**src/rtl/mult_sequencer.sv**
```systemverilog
// Control sequencer for the add-shift signed multiplier datapath (X:A:B + 9-bit add/sub).
// Latency: CLR one cycle after Run is sampled low, then WIDTH add/shift pairs; Done after edge 2*WIDTH+1.
// Backpressure: none; holds in DONE until Run is released, ignores ClearA_LoadB outside IDLE.
//
// Ports:
//   Clk, Reset (sync, active-low)  clock and reset
//   Run, ClearA_LoadB              operator buttons, active-low
//   M                              current LSB of register B from the datapath
//   Clear_XA, Ld_B, Add_En,
//   Sub_Sel, Shift_En              per-cycle datapath strobes
//   Busy, Done                     operation status
//   Count                          iteration index, 0..WIDTH-1
module mult_sequencer #(
  parameter  int WIDTH = 8,
  localparam int CW    = $clog2(WIDTH) + 1
) (
  input  logic          Clk,
  input  logic          Reset,
  input  logic          Run,
  input  logic          ClearA_LoadB,
  input  logic          M,
  output logic          Clear_XA,
  output logic          Ld_B,
  output logic          Add_En,
  output logic          Sub_Sel,
  output logic          Shift_En,
  output logic          Busy,
  output logic          Done,
  output logic [CW-1:0] Count
);

  typedef enum logic [2:0] {
    IDLE  = 3'd0,
    CLR   = 3'd1,
    ADD   = 3'd2,
    SHIFT = 3'd3,
    DONE  = 3'd4
  } state_t;

  localparam logic [CW-1:0] LAST = CW'(WIDTH - 1);

  state_t        state_q;
  logic [CW-1:0] count_q;

  logic last_iter;
  assign last_iter = (count_q == LAST);

  always_ff @(posedge Clk) begin
    if (!Reset) begin
      state_q <= IDLE;
      count_q <= '0;
    end else begin
      case (state_q)
        IDLE: begin
          // Run takes priority over the load button.
          if (!Run) begin
            state_q <= CLR;
            count_q <= '0;
          end
        end
        CLR:   state_q <= ADD;
        // The add phase always takes its cycle, even when M=0, so timing is data-independent.
        ADD:   state_q <= SHIFT;
        SHIFT: begin
          if (last_iter) begin
            state_q <= DONE;
          end else begin
            count_q <= count_q + CW'(1);
            state_q <= ADD;
          end
        end
        DONE: begin
          // Re-arm only after the start button is released.
          if (Run) begin
            state_q <= IDLE;
            count_q <= '0;
          end
        end
        default: begin
          state_q <= IDLE;
          count_q <= '0;
        end
      endcase
    end
  end

  logic load_req;
  assign load_req = (state_q == IDLE) && Run && !ClearA_LoadB;

  assign Ld_B     = load_req;
  // Loading B also clears X:A so a fresh multiplier starts from zero.
  assign Clear_XA = load_req || (state_q == CLR);
  assign Add_En   = (state_q == ADD) && M;
  // Final bit carries negative weight in two's complement, so that partial product is subtracted.
  assign Sub_Sel  = (state_q == ADD) && M && last_iter;
  assign Shift_En = (state_q == SHIFT);
  assign Busy     = (state_q == CLR) || (state_q == ADD) || (state_q == SHIFT);
  assign Done     = (state_q == DONE);
  assign Count    = count_q;

endmodule

```
**config.mk**
```make
export PLATFORM = sky130hd
export DESIGN_NAME = mult_sequencer
export DESIGN_NICKNAME = d
export VERILOG_FILES = /design/src/rtl/mult_sequencer.sv
export SDC_FILE = /design/constraint.sdc
export NUM_CORES = 1
export LEC_CHECK = 0
export CORE_AREA = 2 2 39 41
export DETAILED_ROUTE_END_ITERATION = 6
export DIE_AREA = 0 0 41 43
export GPL_TIMING_DRIVEN = 0
export SLEW_MARGIN = 30
export SYNTH_ARGS = -nofsm -noshare
export SYNTH_HDL_FRONTEND = slang
export SYNTH_SLANG_ARGS = --single-unit
```
**constraint.sdc**
```tcl
create_clock -name Clk -period 3.2 [get_ports Clk]
set_input_delay 0.96 -clock Clk [delete_from_list [all_inputs] [get_ports Clk]]
set_output_delay 0.96 -clock Clk [all_outputs]
set_load 0.05 [all_outputs]
```
* Word level (Yosys, flattened, before mapping)
Index checks and enable logic that the tools add are counted.
** Storage, ports and cells
- Bits in registers :: 7
- Input bits :: 5
- Output and inout port bits :: 11
- Logic and storage cells :: 32
** Operators by class
- Add/subtract/negate cells :: 1
- Equal/unequal tests :: 8
- Multiplexer cells :: 8
- Bitwise operators :: 1
- Reduce and logical (&&, ||, !) cells :: 12
** Operators with widths (count)
- 4-bit one-hot mux with 4 select lines :: 1
- 3-bit one-hot mux with 5 select lines :: 1
- 4-bit two-way mux :: 3
- 3-bit two-way mux :: 3
- 3-bit by 2-bit equality test with 1-bit output (second input constant) :: 2
- 2-bit inequality test (second input constant) :: 3
- 4-bit by 1-bit adder with 4-bit output (second input constant) :: 1
- 4-bit by 3-bit equality test with 1-bit output (second input constant) :: 1
- 1-bit logical AND :: 4
- 4-bit AND reduction :: 1
- 3-bit by 1-bit equality test with 1-bit output (second input constant) :: 1
- 3-bit equality test (second input constant) :: 1
- 3-bit zero test :: 1
- 1-bit logical OR :: 3
- 2-bit AND reduction :: 1
- 2-bit OR reduction :: 1
- 1-bit zero test :: 1
- 1-bit NOT :: 1

* Depth between registers and ports, before layout
Gate-level depths: netlist (run 1).
- Depth after elaboration :: 4
- Gate-level depth with buffers :: 6
- Gate-level depth less buffers :: 5

* Worst setup path before layout (run 1)
Ideal clock, no wire load.
- Path type :: input-to-output
- Start point :: input Run
- End point :: output Clear_XA
- Data arrival time :: 3.116 ns
- Required time :: 2.240 ns
- Setup slack :: -0.876 ns
- Stages on the path :: 3
- Path buffers :: 0
- Cells stage by stage :: nand2b_1 > nor4_1 > o21bai_1
** Between the ends
- Longest elaborated chain between the ends :: 3
** RTL lines
- start: declaration :: RTL line 19 : input logic Run,
- 1-bit logical AND (2 in series) :: RTL line 88 : assign load_req = (state_q == IDLE) && Run && !ClearA_LoadB;
- net Ld_B :: RTL line 23 : output logic Ld_B,
- 1-bit logical OR :: RTL line 92 : assign Clear_XA = load_req || (state_q == CLR);
- end: declaration :: RTL line 22 : output logic Clear_XA,
The timed path passes the listed nets, and every way through them passes these cells.

* Final worst setup path (run 1)
- Start point :: input Run
- End point :: output Clear_XA
** Between the ends
- Longest elaborated chain between the ends :: 3
** RTL lines (RTL line)
- 1-bit logical AND (2 in series) :: 88
- 1-bit logical OR :: 92
Every way passes these cells.

==> results.md, run 1 <==
- Worst vdd ir: 0.1948 mV
- Max-Slew Margin vs Limit: 0.6690
- Critical path peak fanout: 3
- Worst Path Required: 2.24 ns
- Die Y: between 40 and 50 um
- Synth area leaders: dfxtp_1 (32%), nand2b_1 (4.3%), nor2_1 (4.3%)
- # hold bufs at CTS: 0
- Fmax: 322.6 MHz
- Number of flops mapped to enable cells by yosys: 0
- Clock power frac: 0.341
- Vias: 404
- Io pins: 16
- Final period util: 0.9688
- Post-Layout Cell Count: a little over 80
- Final min period: 3.100 ns
- Most frequent cell after synthesis: dfxtp_1
- Met1 usage: 0.1623
- GR peak layer: met2
- Port Buffers: 14
- Async S/R FF share, synth: 0
- Die ar.: 0.001763 sq mm
- Sequential power share: 0.399
- Unique masters post-synth: 29
- First-pass GRT wire length: 1518 um
- DRT Wirelength: 962 um
- Syn_area_per_cell: 8.809 sq um
- Root Driver: clkbuf_4
- Synth Flop Type: dfxtp_1
- Drt wl/cell: 11.59 um
- Worst Skew: ~0.0013 ns
- CP arrival: 2.14 ns
- P&R area growth vs syn: 44.35%
- Int Power: 159.6 uW
- Via count of the first global-routing pass: 357
- Setup violations, final: 0
- Num CTS Buffers: 3
- Initial Util: 0.3119
- Setup WS pre-CTS: -0.5090 ns
- Antenna violations before repair: 0
- CTS clk-pin slew, worst paths: 0.05 ns
- Total power: around 230 uW
- Width of the die: 41 um
- Yosys warnings: 0
- Post-synthesis sequential area ratio: 0.3246
- GPL Wtd Cong: 0.6660
- Share of layout cells above drive strength 1: 0.2239
- Critical path class: in -> out
- Max_cap viols: 0
- Power Density: 374.0 mW/mm^2
- Tot GR Track Use: 0.1289
- GR Util met3: 0.03141
- Synth area leader: dfxtp_1
- Vias per cell: 4.867
- Max clock buf depth: 2
- Nets: 74
- Core Region: 0.001384 sq mm
- Fin worst setup slack: between 0.09 and 0.1 ns
- Pin count of the biggest net entering global routing: 10
- Worst-Margin Slew: 0.4950 ns
- Static leakage: 0.0002500 uW
- Post-synthesis cell count: just under 50
- Syn Nets: 55
- GRT overflow: 0
- Antenna viol nets, final: 0
- RSZ-0062 raised after global routing: no
- Status: complete, no violations
- Worst min-delay path category: reg -> reg
- Commonest cells post-synth: dfxtp_1 (7), nor2_1 (5), nand2_1 (4)
- Met2 Use GR: 0.1781
- Post-DP Area: 606.8 sq um
- Flops & latches, synth: 7
- Row cnt: 14
- CP Launch Type: input pin
- H-tree levels: 1
- Design Area, Final: 623.1 sq um
- Sink Count: 7
- DR pass1 iterations: 3
- Final setup TNS: 0 ns
- Switching part of the total: 0.3153
- Post-detail-place hpwl: 710.1 um
- Top cell type's share of synthesized area: 0.3246
- Synth Cell Area: approximately 430 sq um
- Worst skew pair latency: 0.25 ns
- Initial DRC count: 7
- Max-slew violations: 0
- DRC Markers: 0
- CTS tree: yes
- P_sw: 73.48 uW
- # diodes: 0
- Final hold vios: 0
- Placed cells: 79
- Critical Path End Type: output pin
- Comb pwr share: 0.260
stage by stage:
stage	util	hold WS [ns]
floorplan	-	0.6049
global placement	0.4385	0.5109
detailed placement	0.4385	0.5083
CTS	0.4530	0.5183
global route	0.4503	0.5644
finish	0.4503	0.5142
path summary, 6_finish.rpt:
| path | start | endpoint | slack [ns] | depth (start not counted) |
|---|---|---|---|---|
| max | Run | Clear_XA | 0.1 | 5 |
| min | Count[1]$_SDFFE_PN0P_ | Count[1]$_SDFFE_PN0P_ | 0.51 | 2 |
| max reg2reg | Count[0]$_SDFFE_PN0P_ | Count[1]$_SDFFE_PN0P_ | 1.72 | 5 |
| min reg2reg | Count[1]$_SDFFE_PN0P_ | Count[1]$_SDFFE_PN0P_ | 0.51 | 2 |
cell usage in the layout (no fill, tap or decap), types with 2 or more instances in the layout:
| master | count |
|---|---|
| buf_4 | 2 |
| dlygate4sd2_1 | 2 |
| clkdlybuf4s50_1 | 10 |
| nand2_1 | 4 |
| clkbuf_4 | 3 |
| nand2b_1 | 3 |
| o21a_1 | 2 |
| nand3_1 | 3 |
| nor2_1 | 5 |
| a21oi_1 | 2 |
| dfxtp_1 | 7 |
| inv_1 | 2 |
power by group through the flow:
stage,logic [uW],clock network (uW),registers (uW)
finish,60.7,79.5,92.9
detailed placement,62.7,0,94.8
global placement,62.7,0,94.7
floorplan,42.9,0,95.6
CTS,61.0,82.3,93.0
global route,65.0,89.8,93.2
state kept, by name, indices dropped and copies added, names as in the netlist:
signal and cells:
Count 4, state_q 3
layer usage:
metal  vias up  wire [um]
li1        209          -
met1       180        483
met2        15        417
met3         0         61
met4         0          0
met5         -          0
kinds of logic after synthesis:
logic type,share of synthesized area
AOI/OAI and AO/OA,0.2174
adders and majority gates,0.02898
buffers and inverters,0.05507
DFF,0.3246
muxes,0.02319
and+or+nand+nor,0.3508
layout make-up:
type / instances / area [sq um]
plain buffers: 2 / 12.51
repair buffers: 14 / 130.1
inverters: 3 / 11.26
well taps: 16 / 20.02
multi-input cells: 37 / 282.8
fillers: 154 / 760.7
flip-flops and latches: 7 / 140.1
clock buffers: 4 / 26.28
repair_timing:
item / CTS / global route
setup endpoints to repair: 4 / 2
setup buffers: 0 / 0
resized for setup: 10 / 4
critical path, stage by stage:
cell and delay, ns:
clkdlybuf4s50_1 0.55, nand2b_1 0.13, nor4_4 0.15, o21bai_1 0.14, buf_4 0.21
Note: power is estimated with default switching activity, not from simulation.
==> inputs of run 2 (changes only) <==
==> constraint.sdc (replaced) <==
create_clock -name Clk -period 3.2 [get_ports Clk]
set_input_delay 0.64 -clock Clk [delete_from_list [all_inputs] [get_ports Clk]]
set_output_delay 0.64 -clock Clk [all_outputs]
set_load 0.05 [all_outputs]
==> results.md, run 2 (synthesis results as in run 1) <==
- H-tree levels: 1 (unchanged)
- Setup violations, final: 0 (unchanged)
- Final period util: 0.9576 (-0.01119)
- DRT Wirelength: 899 um (-6.5%)
- Max-slew violations: 0 (unchanged)
- Final setup TNS: 0 ns (unchanged)
- Critical Path End Type: output pin
- Fillers: 158 (+2.6%)
- Most frequent cells in the layout: clkdlybuf4s50_1 (14), dfxtp_1 (7), nor2_1 (5)
- # diodes: 0 (unchanged)
- DR pass1 iterations: 4 (+1)
- Worst path max stage delay: 0.81 ns (+0.26 ns)
- Most used cell, CP: clkdlybuf4s50_1
- Width of the die: 41 um (unchanged)
- Crit-path cells: clkdlybuf4s50_1 > nand2b_1 > nor4_2 > o21bai_1 > clkdlybuf4s50_1
- GPL Wtd Cong: 0.6959 (+4.5%)
- Worst min-delay path category: reg -> reg
- Antenna viol nets, final: 0 (unchanged)
- DRC Markers: 0 (unchanged)
- Final min period: 3.064 ns (-0.03582 ns)
- CTS tree: yes
- Worst skew pair latency: 0.25 ns (about the same)
- Power Density: 371.1 mW/mm^2 (-0.76%)
- Vias: 397 (-1.7%)
- P&R area growth vs syn: 44.64%
- Sink Count: 7 (unchanged)
- Drt wl/cell: 10.83 um (-6.5%)
- GRT overflow: 0 (unchanged)
- RSZ-0062 raised after global routing: no
- Die Y: 43 um (unchanged)
- CP top delay family: buffers and inverters
- Num CTS Buffers: 3 (unchanged)
- Max clock buf depth: 2 (unchanged)
- Resized cells post-CTS: 0 (-10)
- Via count of the first global-routing pass: 363 (+1.7%)
- Critical path class: in -> out
- # hold bufs at CTS: 0 (unchanged)
- Io pins: 16 (unchanged)
- Vias per cell: 4.783 (-1.7%)
- Max_cap viols: 0 (unchanged)
- Max-Slew Margin vs Limit: 0.6692 (about the same)
- CP Launch Type: input pin
- # Post-CTS Setup Buffers: 0 (unchanged)
- Fmax: 326.3 MHz (+1.2%)
- Root Driver: clkbuf_4
- Core Region: 0.001384 sq mm (unchanged)
- Total power: 231.7 uW (-0.57%)
- Row cnt: 14 (unchanged)
- Initial DRC count: 10 (+3)
- Share of layout cells above drive strength 1: 0.1940 (-0.02985)
- CP arrival: 2.42 ns (+0.28 ns)
- Die ar.: 0.001763 sq mm (unchanged)
- Core Util, Final: 0.4512 (+0.0009040)
- Worst-Margin Slew: 0.4946 ns (-0.0003693 ns)
- Post-detail-place hpwl: 701.3 um (-1.2%)
- Critical path peak fanout: 3 (unchanged)
- Worst vdd ir: 0.2123 mV (+9.0%)
- Max reg flops: 4 (unchanged)
- Worst Skew: 0.002755 ns (+0.001468 ns)
- Final hold vios: 0 (unchanged)
- Antenna violations before repair: 0 (unchanged)
- Tot GR Track Use: 0.1329 (+0.004028)
- Pin count of the biggest net entering global routing: 10 (unchanged)
- Port Buffers: 14 (unchanged)
- Worst Path Required: 2.56 ns (+0.32 ns)
- Status: complete, no violations
- CTS clk-pin slew, worst paths: 0.05 ns (about the same)
- Critical Path Slowest Stage Cell: clkdlybuf4s50_1
- Commonest non-fill, non-tap cell in the layout: clkdlybuf4s50_1
- Static leakage: 0.0002367 uW (-5.3%)
- Worst path bufs/invs: 2 (unchanged)
- First-pass GRT wire length: 1531 um (+0.86%)
- Nets: 74 (unchanged)
- Initial Util: 0.3119 (unchanged)
run 2: path summary, 6_finish.rpt:
path	from	endpoint	slack [ns]	depth (start not counted)
setup / recovery	Run	Clear_XA	0.14	5
hold / removal	Count[1]$_SDFFE_PN0P_	Count[1]$_SDFFE_PN0P_	0.51	2
setup reg to reg	Count[0]$_SDFFE_PN0P_	Count[1]$_SDFFE_PN0P_	1.74	5
hold reg to reg	Count[1]$_SDFFE_PN0P_	Count[1]$_SDFFE_PN0P_	0.51	2
run 2: worst reg2reg max path, stage by stage, from the launching register on:
cell,delay [ns]
dfxtp_1,0.35
ha_1,0.24
nand3b_1,0.21
a21oi_1,0.14
nor3_4,0.24
mux2i_1,0.21
run 2: layout make-up:
cell class                 instances  area, sq um  share of cell area
multi-input combinational         37        274.0              0.4389
sequential                         7        140.1              0.2244
timing repair buffer              14        140.1              0.2244
clock buffer                       4        26.28             0.04208
tap                               16        20.02             0.03206
buffer                             2        12.51             0.02004
inverter                           3        11.26             0.01804
run 2: metal layers:
| layer | track usage | vias to the layer above | routed length (um) | part of all wire |
|---|---|---|---|---|
| met5 | 0 | - | 0 | 0 |
| met2 | 0.1844 | 14 | 396 | 0.44 |
| li1 | - | 211 | - | - |
| met3 | 0.04712 | 2 | 80 | 0.089 |
| met4 | 0.1000 | 0 | 6 | 0.0067 |
| met1 | 0.1591 | 170 | 415 | 0.46 |
run 2: through the flow:
step	setup WS (ns)	instances	cell area (sq um)	hold WS, ns
after floorplan	0.4115	49	437.9	0.5842
final	0.1357	83	624.3	0.5102
after global routing	0.04770	83	624.3	0.5602
after CTS	0.1254	83	624.3	0.5181
after global placement	0.1198	79	598.1	0.5084
after detailed placement	0.1330	79	598.1	0.5055
run 2: power breakdown:
| group | internal (uW) | switching, uW | leakage (uW) |
|---|---|---|---|
| logic | 23.4 | 37.6 | 0.000165 |
| registers | 89.8 | 2.69 | 0.0000569 |
| clock network | 47.5 | 30.7 | 0.0000150 |
| total | 161 | 71.0 | 0.000237 |
==> inputs of run 3 (changes only) <==
==> constraint.sdc (replaced) <==
create_clock -name Clk -period 3.7 [get_ports Clk]
set_input_delay 0.74 -clock Clk [delete_from_list [all_inputs] [get_ports Clk]]
set_output_delay 0.74 -clock Clk [all_outputs]
set_load 0.05 [all_outputs]
==> results.md, run 3 (synthesis results as in run 1) <==
- Status: complete, no violations
- Worst skew pair latency: 0.25 ns (about the same)
- Post-Layout Cell Count: 83 (unchanged)
- # diodes: 0 (unchanged)
- Max_cap viols: 0 (unchanged)
- Final period util: 0.8954
- Nets: 74 (unchanged)
- RSZ-0062 raised after global routing: no
- Drt wl/cell: 10.94 um (+1.0%)
- Highest metal used: met4
- Fmax: 301.8 MHz
- Fillers: 149 (-5.7%)
- Antenna viol nets, final: 0 (unchanged)
- Max-slew violations: 0 (unchanged)
- Initial Util: 0.3119 (unchanged)
- Min-delay src: Count[1]$_SDFFE_PN0P_
- Setup violations, final: 0 (unchanged)
- DRT Wirelength: 908 um (+1.0%)
- GRT overflow: 0 (unchanged)
- Antenna violations before repair: 0 (unchanged)
- Sequential cell area: 140.1 sq um (unchanged)
- Final hold vios: 0 (unchanged)
- Worst Skew: 0.003747 ns (+0.0009924 ns)
- CP Launch Type: input pin
- Resized cells post-CTS: 0 (unchanged)
- # Post-CTS Setup Buffers: 0 (unchanged)
- # hold bufs at CTS: 0 (unchanged)
- Port Buffers: 14 (unchanged)
- Root Driver: clkbuf_4
- Worst vdd ir: 0.1181 mV (-44%)
- Initial DRC count: 14 (+4)
- Worst path max stage delay: 0.81 ns (about the same)
- Register-to-Register Path Depth: 5 (unchanged)
- H-tree levels: 1 (unchanged)
- Crit-path cells: clkdlybuf4s50_1 > nand2b_1 > nor4_1 > o21bai_1 > clkdlybuf4s50_1
- Reg2reg setup slack: 2.28 ns (+0.54 ns)
- Worst Path Required: 2.96 ns (+0.40 ns)
- Power Density: 328.3 mW/mm^2 (-12%)
- Worst min-delay path category: reg -> reg
- Final setup TNS: 0 ns (unchanged)
- Max-Slew Margin vs Limit: 0.6685 (-0.0007430)
- Sink Count: 7 (unchanged)
- Met3 routed WL: 45 um (-44%)
- Placed cells: 79 (unchanged)
- DRC Markers: 0 (unchanged)
- M1 wire length: 409 um (-1.4%)
- Critical path peak fanout: 3 (unchanged)
- Vias: 394 (-0.76%)
- Tot GR Track Use: 0.1298 (-0.003152)
- Static leakage: 0.0002359 uW (-0.37%)
- Max clock buf depth: 2 (unchanged)
- P&R area growth vs syn: 43.19%
- CTS tree: yes
- Num CTS Buffers: 3 (unchanged)
- Die Y: 43 um (unchanged)
- Worst path bufs/invs: 2 (unchanged)
- Routed length on met2: 421 um (+6.3%)
- FF-to-FF Start: Count[0]$_SDFFE_PN0P_
- Width of the die: 41 um (unchanged)
- Max reg flops: 4 (unchanged)
- First-pass GRT wire length: 1545 um (+0.91%)
- Multi-input logic area: 267.8 sq um (-2.3%)
- WHS Path Cells: 2 (unchanged)
- Critical Path End Type: output pin
- Critical path class: in -> out
- Commonest non-fill, non-tap cell in the layout: clkdlybuf4s50_1
- Post-detail-place hpwl: 724 um (+3.2%)
- Most frequent cells in the layout: clkdlybuf4s50_1 (14), dfxtp_1 (7), nor2_1 (5)
- Critical Path Slowest Stage Cell: clkdlybuf4s50_1
- Via count of the first global-routing pass: 354 (-2.5%)
- GPL Wtd Cong: 0.7468 (+7.3%)
- Vias per cell: 4.747 (-0.76%)
- Final min period: 3.313 ns
- Die ar.: 0.001763 sq mm (unchanged)
- Worst-Margin Slew: 0.4958 ns (+0.001112 ns)
- Core Region: 0.001384 sq mm (unchanged)
- CTS clk-pin slew, worst paths: 0.05 ns (about the same)
- CP arrival: 2.57 ns (+0.15 ns)
- CP top delay family: buffers and inverters
- Worst r2r dst: Count[1]$_SDFFE_PN0P_
- Pin count of the biggest net entering global routing: 10 (unchanged)
- Share of layout cells above drive strength 1: 0.1791 (-0.01493)
- Most used cell, CP: clkdlybuf4s50_1
- WHS Endpoint: Count[1]$_SDFFE_PN0P_
- DR pass1 iterations: 4 (unchanged)
- Row cnt: 14 (unchanged)
- Io pins: 16 (unchanged)
## run 3: metal layers
layer	vias to the layer above	track usage
met4	0	0.1200
met5	-	0
met3	5	0.01571
li1	212	-
met2	13	0.1813
met1	164	0.1618
## run 3: per-stage QoR
step	worst slack (ns)	instance area, sq um	hold slack (ns)	power, uW	utilization
after floorplan	0.06409	431.7	0.5745	118.1	-
after global placement	0.3815	591.8	0.5008	134.3	0.4277
after detailed placement	0.3757	591.8	0.5130	134.5	0.4277
after CTS	0.3738	618.1	0.5203	206.0	0.4467
after global routing	0.2359	618.1	0.5583	214.0	0.4467
final	0.3870	618.1	0.5211	202.9	0.4467
## run 3: worst reg2reg max path: cells and delay by family, from the launching register on
| family | cells | cell delay, ns |
|---|---|---|
| flip-flops | 1 | 0.35 |
| AND/OR/NAND/NOR | 2 | 0.42 |
| AO/OA/AOI/OAI | 1 | 0.13 |
| adder cells (fa/ha/maj) | 1 | 0.24 |
| multiplexers | 1 | 0.21 |
## run 3: final cells by class
type	instances	area share
Buffer	2	0.02024
Clock buffer	4	0.04251
Inverter	3	0.01822
Multi-Input combinational cell	37	0.4332
Sequential cell	7	0.2267
Tap cell	16	0.03239
Timing Repair Buffer	14	0.2267
## run 3: worst max-delay path by stage
stage,from,end,slack (ns),cells after the start
6_report,Run,Clear_XA,0.39,5
5_1_grt,Run,Clear_XA,0.24,5
4_1_cts,Run,Clear_XA,0.37,5
3_5_place_dp,Run,Clear_XA,0.38,5
3_3_place_gp,Run,Clear_XA,0.38,5
2_1_floorplan,Run,Clear_XA,0.06,3
## run 3: where the power goes
part | switching [uW] | internal, uW | total [uW] | leakage, uW
combinational | 32.6 | 20.0 | 52.6 | 0.000164
clock | 29.3 | 41.2 | 70.5 | 0.0000150
sequential | 2.24 | 77.6 | 79.9 | 0.0000569
total | 64.1 | 139 | 203 | 0.000236
